## src/rtl/cbd_sampler_if.sv

```systemverilog
// Handshake bundle for cbd_sampler: control, PRF word input and coefficient output.
interface cbd_sampler_if #(
    parameter int DIN_W   = 32,
    parameter int COEFF_W = 12,
    parameter int LANES   = 2
);
    logic                     start;
    logic                     eta_sel;
    logic [DIN_W-1:0]         din;
    logic                     din_valid;
    logic                     din_ready;
    logic [LANES*COEFF_W-1:0] coeff;
    logic                     coeff_valid;
    logic                     coeff_ready;
    logic                     busy;
    logic                     done;

    modport slave (
        input  start, eta_sel, din, din_valid, coeff_ready,
        output din_ready, coeff, coeff_valid, busy, done
    );

    modport master (
        output start, eta_sel, din, din_valid, coeff_ready,
        input  din_ready, coeff, coeff_valid, busy, done
    );
endinterface

```

## src/rtl/cbd_sampler.sv

```systemverilog
// Streaming CBD noise sampler (eta 2/3) for one N-coefficient polynomial per start..done.
// Define CBD_SIGNED_OUT_EN for sign-extended lanes instead of mod-Q reduced lanes.
module cbd_sampler #(
    parameter int DIN_W   = 32,
    parameter int COEFF_W = 12,
    parameter int Q       = 3329,
    parameter int N       = 256,
    parameter int LANES   = 2,
    parameter int BUF_W   = 64
) (
    input logic          clk,
    input logic          rst,
    cbd_sampler_if.slave bus
);
    localparam logic [1:0] IDLE = 2'd0;
    localparam logic [1:0] RUN  = 2'd1;
    localparam logic [1:0] DONE = 2'd2;

    localparam int OCC_W  = $clog2(BUF_W + 1);
    localparam int WORD_W = $clog2(N * 6 / DIN_W + 1);
    localparam int BEAT_W = $clog2(N / LANES + 1);

    localparam logic [WORD_W-1:0] WORDS_ETA2   = WORD_W'(N * 4 / DIN_W);
    localparam logic [WORD_W-1:0] WORDS_ETA3   = WORD_W'(N * 6 / DIN_W);
    localparam logic [BEAT_W-1:0] LAST_BEAT    = BEAT_W'(N / LANES - 1);
    localparam logic [OCC_W-1:0]  APPEND_LIMIT = OCC_W'(BUF_W - DIN_W);

    logic [1:0]               state;
    logic                     eta3;
    logic [BUF_W-1:0]         bitBuf;
    logic [OCC_W-1:0]         occ;
    logic [WORD_W-1:0]        wordCnt;
    logic [BEAT_W-1:0]        coefCnt;
    logic [LANES*COEFF_W-1:0] coeffReg;
    logic                     coeffValidReg;

    logic [OCC_W-1:0]         beatBits;
    logic [OCC_W-1:0]         occAfter;
    logic [WORD_W-1:0]        wordLimit;
    logic                     appendEn;
    logic                     consumeEn;
    logic                     beatDone;
    logic [BUF_W-1:0]         shifted;
    logic [BUF_W-1:0]         bufNext;
    logic [LANES*COEFF_W-1:0] laneVals;

    function automatic logic [1:0] ones3(input logic [2:0] x);
        return {1'b0, x[0]} + {1'b0, x[1]} + {1'b0, x[2]};
    endfunction

    // Consume happens first so an appended word lands just above whatever bits survive the shift.
    assign beatBits      = eta3 ? OCC_W'(LANES * 6) : OCC_W'(LANES * 4);
    assign wordLimit     = eta3 ? WORDS_ETA3 : WORDS_ETA2;
    assign bus.din_ready = (state == RUN) && (wordCnt < wordLimit) && (occ <= APPEND_LIMIT);
    assign appendEn      = bus.din_valid && bus.din_ready;
    assign consumeEn     = (state == RUN) && (occ >= beatBits) && (!coeffValidReg || bus.coeff_ready);
    assign beatDone      = coeffValidReg && bus.coeff_ready;
    assign shifted       = consumeEn ? (bitBuf >> beatBits) : bitBuf;
    assign occAfter      = consumeEn ? (occ - beatBits) : occ;
    assign bufNext       = appendEn ? (shifted | ({{(BUF_W-DIN_W){1'b0}}, bus.din} << occAfter)) : shifted;

    assign bus.coeff       = coeffReg;
    assign bus.coeff_valid = coeffValidReg;
    assign bus.busy        = (state == RUN);
    assign bus.done        = (state == DONE);

    // Each lane takes 2*eta bits from the buffer bottom; magnitude/sign form keeps the mod-Q step a subtract.
    always_comb begin
        logic [1:0] posSum;
        logic [1:0] negSum;
        logic [1:0] mag;
        logic       neg;
        laneVals = '0;
        posSum   = '0;
        negSum   = '0;
        mag      = '0;
        neg      = 1'b0;
        for (int k = 0; k < LANES; k++) begin
            if (eta3) begin
                posSum = ones3(bitBuf[k*6 +: 3]);
                negSum = ones3(bitBuf[k*6+3 +: 3]);
            end else begin
                posSum = ones3({1'b0, bitBuf[k*4 +: 2]});
                negSum = ones3({1'b0, bitBuf[k*4+2 +: 2]});
            end
            neg = (posSum < negSum);
            mag = neg ? (negSum - posSum) : (posSum - negSum);
`ifdef CBD_SIGNED_OUT_EN
            laneVals[k*COEFF_W +: COEFF_W] = neg ? (COEFF_W'(0) - COEFF_W'(mag)) : COEFF_W'(mag);
`else
            laneVals[k*COEFF_W +: COEFF_W] = neg ? (COEFF_W'(Q) - COEFF_W'(mag)) : COEFF_W'(mag);
`endif
        end
    end

    always_ff @(posedge clk or posedge rst) begin
        if (rst) begin
            state         <= IDLE;
            eta3          <= 1'b0;
            bitBuf        <= '0;
            occ           <= '0;
            wordCnt       <= '0;
            coefCnt       <= '0;
            coeffReg      <= '0;
            coeffValidReg <= 1'b0;
        end else begin
            case (state)
                IDLE: begin
                    if (bus.start) begin
                        state   <= RUN;
                        eta3    <= bus.eta_sel;
                        bitBuf  <= '0;
                        occ     <= '0;
                        wordCnt <= '0;
                        coefCnt <= '0;
                    end
                end
                RUN: begin
                    bitBuf <= bufNext;
                    occ    <= appendEn ? (occAfter + OCC_W'(DIN_W)) : occAfter;
                    if (appendEn) begin
                        wordCnt <= wordCnt + 1'b1;
                    end
                    if (consumeEn) begin
                        coeffReg      <= laneVals;
                        coeffValidReg <= 1'b1;
                    end else if (beatDone) begin
                        coeffValidReg <= 1'b0;
                    end
                    if (beatDone) begin
                        coefCnt <= coefCnt + 1'b1;
                        if (coefCnt == LAST_BEAT) begin
                            state <= DONE;
                        end
                    end
                end
                DONE: begin
                    state <= IDLE;
                end
                default: begin
                    state <= IDLE;
                end
            endcase
        end
    end
endmodule

```

## src/flat_wrapper.sv

```systemverilog
// flat-port wrapper written by rule: the top's interface ports become plain ports
module cbd_sampler_flat 
#(
    parameter int DIN_W   = 32,
    parameter int COEFF_W = 12,
    parameter int Q       = 3329,
    parameter int N       = 256,
    parameter int LANES   = 2,
    parameter int BUF_W   = 64
)
  (clk, rst, bus_start, bus_eta_sel, bus_din, bus_din_valid, bus_coeff_ready, bus_din_ready, bus_coeff, bus_coeff_valid, bus_busy, bus_done);
  cbd_sampler_if #(.DIN_W(DIN_W), .COEFF_W(COEFF_W), .LANES(LANES)) bus_i ();
  input logic clk;
  input logic rst;
  input wire logic [$bits(bus_i.start)-1:0] bus_start;
  input wire logic [$bits(bus_i.eta_sel)-1:0] bus_eta_sel;
  input wire logic [$bits(bus_i.din)-1:0] bus_din;
  input wire logic [$bits(bus_i.din_valid)-1:0] bus_din_valid;
  input wire logic [$bits(bus_i.coeff_ready)-1:0] bus_coeff_ready;
  output wire logic [$bits(bus_i.din_ready)-1:0] bus_din_ready;
  output wire logic [$bits(bus_i.coeff)-1:0] bus_coeff;
  output wire logic [$bits(bus_i.coeff_valid)-1:0] bus_coeff_valid;
  output wire logic [$bits(bus_i.busy)-1:0] bus_busy;
  output wire logic [$bits(bus_i.done)-1:0] bus_done;
  assign bus_i.start = bus_start;
  assign bus_i.eta_sel = bus_eta_sel;
  assign bus_i.din = bus_din;
  assign bus_i.din_valid = bus_din_valid;
  assign bus_i.coeff_ready = bus_coeff_ready;
  assign bus_din_ready = bus_i.din_ready;
  assign bus_coeff = bus_i.coeff;
  assign bus_coeff_valid = bus_i.coeff_valid;
  assign bus_busy = bus_i.busy;
  assign bus_done = bus_i.done;
  cbd_sampler #(.DIN_W(DIN_W), .COEFF_W(COEFF_W), .Q(Q), .N(N), .LANES(LANES), .BUF_W(BUF_W)) u_core (.clk(clk), .rst(rst), .bus(bus_i));
endmodule
```

## config.mk

```make
export PLATFORM = sky130hd
export DESIGN_NAME = cbd_sampler_flat
export DESIGN_NICKNAME = d
export VERILOG_FILES = /design/src/rtl/cbd_sampler_if.sv /design/src/rtl/cbd_sampler.sv /design/src/flat_wrapper.sv
export SDC_FILE = /design/constraint.sdc
export NUM_CORES = 1
export LEC_CHECK = 0
export CORE_MARGIN = 10
export CORE_UTILIZATION = 55
export DETAILED_ROUTE_END_ITERATION = 10
export PLACE_DENSITY = 0.77
export RECOVER_POWER = 100
export SLEW_MARGIN = 20
export SYNTH_ARGS = -nofsm -noshare
export SYNTH_HDL_FRONTEND = slang
export SYNTH_SLANG_ARGS = --single-unit
export TNS_END_PERCENT = 5
```

## constraint.sdc

```tcl
create_clock -name clk -period 4.1 [get_ports clk]
set_input_delay 0.41 -clock clk [delete_from_list [all_inputs] [get_ports clk]]
set_output_delay 0.41 -clock clk [all_outputs]
set_load 0.01 [all_outputs]
```

# After elaboration in Yosys (flattened, before gate mapping)
# Index checks and enable logic that the tools add are counted.
[totals]
register_bits = 113
input_bits = 38
output_inout_bits = 28
wordCells = 91
[classes]
addsub = 20
n_lt_le_gt_ge = 5
eq_ne = 7
shifts = 2
muxes = 30
bitwise_logic = 1
n_reduce_logical = 18
[op_table]
columns = ["operator", "count"]
rows = [
  ["64-bit two-way mux", 3],
  ["64-bit case mux with 2 select lines", 1],
  ["64-bit bitwise OR", 1],
  ["32-bit by 7-bit left shift with 64-bit output", 1],
  ["64-bit by 7-bit right shift with 64-bit output", 1],
  ["12-bit two-way mux", 2],
  ["11-bit by 3-bit subtractor with 12-bit output (first input constant)", 2],
  ["7-bit two-way mux", 3],
  ["2-bit two-way mux", 9],
  ["8-bit two-way mux", 2],
  ["8-bit case mux with 2 select lines", 1],
  ["7-bit case mux with 2 select lines", 1],
  ["1-bit by 1-bit adder with 2-bit output", 6],
  ["6-bit two-way mux", 2],
  ["6-bit case mux with 2 select lines", 1],
  ["3-bit AND reduction", 3],
  ["2-bit by 1-bit adder with 2-bit output", 4],
  ["8-bit by 1-bit adder with 8-bit output (second input constant)", 1],
  ["8-bit by 7-bit == test with 1-bit output (second input constant)", 1],
  ["2-bit AND reduction", 4],
  ["2-bit subtractor", 4],
  ["7-bit by 6-bit adder with 7-bit output (second input constant)", 1],
  ["7-bit greater-or-equal comparator", 1],
  ["7-bit by 6-bit less-or-equal comparator with 1-bit output (second input constant)", 1],
  ["other kinds (17)", 27],
]

# Logic depth before layout (Yosys ltp)
[logic_depth]
ltp_word = 9
ltp_mapped = 12
mapped_depth_nobuf = 10

# Least setup slack after synthesis
# No wires, ideal clock.
[synth_path]
path_type = "register -> register"
from = "register u_core.eta3"
to = "register u_core.coeffReg[1] (netlist: u_core.bus.coeff[1])"
setup_ps = 83
t_arrival_ps = 2649
required_ps = 4017
slack_ps = 1369
stages_incl_launch_ff = 9
n_path_buf = 3
cell_sequence = "dfrtp_1 -> clkbuf_1 -> clkbuf_1 -> clkbuf_1 -> mux2_2 -> fa_1 -> nor2_1 -> a21oi_1 -> o21ai_0"
[synth_between]
elab_chain_len = 5
word_cells_on_any_way = 13
[synth_rtl]
columns = ["element", "line", "rtl"]
rows = [
  ["start, declared", "cbd_sampler.sv:29", "logic eta3;"],
  ["start signal, assigned", "cbd_sampler.sv:111", "eta3 <= bus.eta_sel;"],
  ["2-bit two-way mux or 3-bit two-way mux (tied branches)", "cbd_sampler.sv:79, cbd_sampler.sv:52", ""],
  ["2-bit subtractor (tied with other cells)", "cbd_sampler.sv:87", "mag = neg ? (negSum - posSum) : (posSum - negSum);"],
  ["2-bit two-way mux or 1-bit logical AND (tied branches)", "cbd_sampler.sv:87, cbd_sampler.sv:56", ""],
  ["11-bit by 3-bit subtractor with 12-bit output or 1-bit logical AND (tied branches)", "cbd_sampler.sv:91, cbd_sampler.sv:56", ""],
  ["12-bit two-way mux or 2-bit AND reduction (tied branches)", "--", ""],
  ["end signal, assigned", "cbd_sampler.sv:125", "coeffReg <= laneVals;"],
  ["end, declared", "cbd_sampler.sv:34", "logic [LANES*COEFF_W-1:0] coeffReg;"],
]
# Parallel ways exist; a longest one is shown, timed or not.
# A chain may end at the register's enable or synchronous reset.

# Worst setup path after layout
[layout_path]
from = "register u_core.eta3"
to = "register u_core.coeffReg[13] (netlist: u_core.bus.coeff[13])"
# The elaborated chain is that of the path after synthesis.

==> parameters.txt <==
Parameter                              Value

Synthesis
  Mean instance size in the synthesized netlist ... 9.305 sq um
  Simple-gate area share of the yosys netlist ... 13.96%
  Post-synthesis sequential element count ... 97
  Largest family of logic cells by synthesized area ... compound AO/OA/AOI/OAI gates
  Total of warnings raised by yosys ... 0
  Fraction of synthesized cell area in xor and xnor cells ... 1.541%
  Multiplexer share of the synthesized area ... 16.64%
  Post-synthesis compound-gate area fraction ... 21.94%
  Sequential area share after synthesis ... 35.59%
  Syn Inst Count ... 733
  Proportion of register bits with asynchronous set or reset after synthesis ... 100.0%
  Count of flip-flops with a built-in enable after synthesis ... 0
  Adder-Cell Fraction of Synth Area ... 4.329%
  Most common flop cell mapped by yosys ... sky130_fd_sc_hd__dfrtp_1
  Post-synthesis cell area ... 6820 sq um
  Number of unique standard cell types used by synthesis ... 66

Clock network
  TritonCTS sink count ... 97
  Hold buffers post-CTS ... 0
  Maximum buffer depth of the clock tree ... 2
  Latest clock arrival within the worst-skew pair ... 0.36 ns
  Root Buffer ... sky130_fd_sc_hd__clkbuf_16
  Total clock buffers created by CTS ... 9
  Number of resized instances in the post-cts repair step ... 0
  CTS tree ... built
  Number of levels the H-tree was split into ... 3
  Post-CTS setup buffer count ... 0
  Clock slew at the register clock pins of the worst setup and hold paths ... 0.06 ns

Placement
  Last weighted congestion value of the routability-driven placer ... 1.023
  HPWL reported at the end of detailed placement ... 15,330 microns
  Number of I/O port buffers ... 63
  Placed standard-cell area ... 7522 sq um

Worst setup path
  Kind of end point of the critical path ... flip-flop
  Critical path launch point type ... flip-flop
  Startpoint of the worst-slack reg-to-reg timing path ... u_core.eta3
  Type of the worst setup path ... flip-flop to flip-flop
  Worst endpoint required time ... 4.37 ns
  Reg-to-Reg End ... u_core.bus.coeff[13]
  Top fanout value on the critical path ... 35
  Cell depth of the worst flop-to-flop path ... 10
  Critical path startpoint ... u_core.eta3
  CP Data Arrival Time ... 3.89 ns
  Slack of the worst reg-to-reg path ... 0.49 ns

Global route
  Initial antenna violation count ... 0
  Via count of the first global-routing pass ... 6,131
  Leftover overflow at the end of global routing ... 0
  Largest net degree at the start of global routing ... 56
  Overall Global Routing Usage ... 24.05%
  Global-route wire length before repair ... 33,930 microns

Die
  Horizontal die dimension ... 131.4 microns
  Die Area ... 17,250 sq um
  Starting Density ... 56.55%
  Core footprint ... 12,060 sq um
  Count of boundary I/O pins ... 66
  Row cnt ... 40
  Die boundary height ... 131.4 microns

Final layout
  Util after Layout ... 64.68%
  Most frequent cells in the layout ... sky130_fd_sc_hd__nand2_1 (106), sky130_fd_sc_hd__dfrtp_1 (96), sky130_fd_sc_hd__mux2i_1 (89), sky130_fd_sc_hd__nor2_1 (55), sky130_fd_sc_hd__clkdlybuf4s50_1 (36)
  Cell area after layout ... 7801 sq um
  Most common library cell in the layout ignoring fill and taps ... sky130_fd_sc_hd__nand2_1
  Total Nets Final ... 823
  Layout cell share with drive strength beyond 1 ... 8.052%
  Number of diodes added for antenna fixing ... 0
  Relative area change from synthesis to final layout ... 14.38%

Pwr
  Cell area power density ... 690.6 nW/um^2
  Reported leakage power ... 3.186 nW
  Highest ir drop seen on vdd ... 283.2 uV

STA
  Max Clock Freq ... 0.2767 GHz
  Period utilization ... 88.16%
  Worst setup skew after layout ... 0.01398 ns
  Fin Setup TNS ... 0 ns
  Slew @ Worst Pin ... 2.415 ns
  Total count of hold-check failures in the final report ... 0
  Number of endpoints failing setup at the final stage ... 0
  Unrepaired setup endpoints after global routing ... false
  Max transition margin ... -61.90%
  Max-slew violation count ... 56
  Final Critical Period ... 3.614 ns

Job
  Max Cap Viol ... 1

Routing
  Antenna violation net count after detailed routing ... 0
  Detail-routed net length per standard cell ... 22.73 microns
  1st-pass router iterations ... 7
  DR vias/cell ... 6.628
  Number of vias after detailed routing ... 6,217
  Initial detailed-routing violation count ... 649
  Total wire length ... 21,320 microns
  Total DRC errors in the routed layout ... 0

Min path
  Capture endpoint of the worst hold path ... u_core.bus.coeff[13]
  Class of the tightest hold or removal check ... flip-flop to flip-flop
  Beginning of the worst hold path ... u_core.bus.coeff[13]
  Number of stages on the worst hold path ... 2

Outcome
  Run status ... complete, but fails checks
  Failing checks ... max-capacitance violations, max-slew violations
==> metal layers <==
layer	up-vias	routed length, microns	global-route usage (%)
li1	2786	-	-
met1	2985	8794	31.70
met2	392	9609	37.56
met3	54	2253	5.564
met4	0	666	9.023
met5	-	0	0
==> worst max-delay path by stage <==
stage,slack [ns],end,cells after the start
2_1_floorplan,1.16,u_core.bitBuf[0],1
3_3_place_gp,0.81,u_core.bitBuf[26],9
3_5_place_dp,0.68,u_core.bitBuf[52],8
4_1_cts,0.87,u_core.bitBuf[52],8
5_1_grt,0.29,u_core.bitBuf[52],8
6_report,0.49,u_core.bus.coeff[13],10
==> stage by stage <==
stage | cells | power (W) | hold slack, ns | worst slack [ns]
2_1_floorplan | 734 | 0.003638 | 0.4429 | 1.156
5_1_grt | 938 | 0.005760 | 0.5071 | 0.2910
6_report | 938 | 0.005387 | 0.4698 | 0.4855
4_1_cts | 938 | 0.005409 | 0.4827 | 0.8703
3_3_place_gp | 922 | 0.004370 | 0.4595 | 0.8101
3_5_place_dp | 922 | 0.004502 | 0.4691 | 0.6813
==> cell type report <==
class | instances | area (sq um)
clock buffers | 11 | 252.7
clock inverters | 5 | 63.81
fillers | 1009 | 4260
inverters | 17 | 65.06
multi-input cells | 557 | 4001
flip-flops and latches | 97 | 2429
well taps | 168 | 210.2
repair buffers | 83 | 779.5
==> synth_stat cells, drive strengths merged (3+ instances only) <==
cell type    n  area (sq um)
a211oi      12         90.09
a21bo        4         40.04
a21oi       32         160.2
a221o       13         130.1
a222oi      11         110.1
a22o         4         35.03
a22oi        7         52.55
a31oi        4         25.02
and2         4         25.02
buf         35         236.5
clkbuf      28         105.1
dfrtp       97          2427
fa           6         120.1
ha          14         175.2
inv         17         63.81
mux2        18         202.7
mux2i       92         932.1
nand2      106         400.4
nand2b       6         37.54
nand3       15         75.07
nand4        5         37.53
nor2        57         219.0
nor2b        3         18.77
nor4         3         18.77
o211ai       7         66.31
o21ai       33         165.2
o221ai      34         297.8
o22a         4         35.03
o22ai        9         56.30
o2bb2ai      6         58.80
or2          4         25.02
or3          4         25.02
xnor2        3         26.28
xor2         9         78.83
==> worst max-delay path, cell delays in order, from the launching register on <==
cell and delay [ns]:
sky130_fd_sc_hd__dfrtp_2 0.39, sky130_fd_sc_hd__clkbuf_2 0.71, sky130_fd_sc_hd__clkbuf_2 0.93, sky130_fd_sc_hd__mux2_1 0.42
sky130_fd_sc_hd__inv_1 0.07, sky130_fd_sc_hd__ha_1 0.13, sky130_fd_sc_hd__inv_1 0.04, sky130_fd_sc_hd__fa_1 0.45
sky130_fd_sc_hd__nor2_1 0.17, sky130_fd_sc_hd__a21oi_1 0.05, sky130_fd_sc_hd__o21ai_0 0.13
==> flip-flops by register name, indices dropped and copies added (netlist names) <==
| name | cells |
|---|---|
| u_core.occ | 5 |
| u_core.eta3 | 1 |
| u_core.coefCnt | 8 |
| u_core.state | 2 |
| u_core.bus.coeff_valid | 1 |
| u_core.bus.coeff | 10 |
| u_core.bitBuf | 64 |
| u_core.wordCnt | 6 |
==> cells by family after synthesis <==
family,Yosys count
xor+xnor,12
simple gates,217
buf+inv,80
compound gates,196
other cells,1
fa+ha+maj,20
flops,97
mux,110
==> power breakdown <==
| part | internal (W) | switching (W) | total, W |
|---|---|---|---|
| logic | 0.00116 | 0.00158 | 0.00273 |
| registers | 0.00134 | 0.000415 | 0.00176 |
| clock network | 0.000509 | 0.000387 | 0.000897 |
| total | 0.00301 | 0.00238 | 0.00539 |
Power figures use the tool's default switching activity.
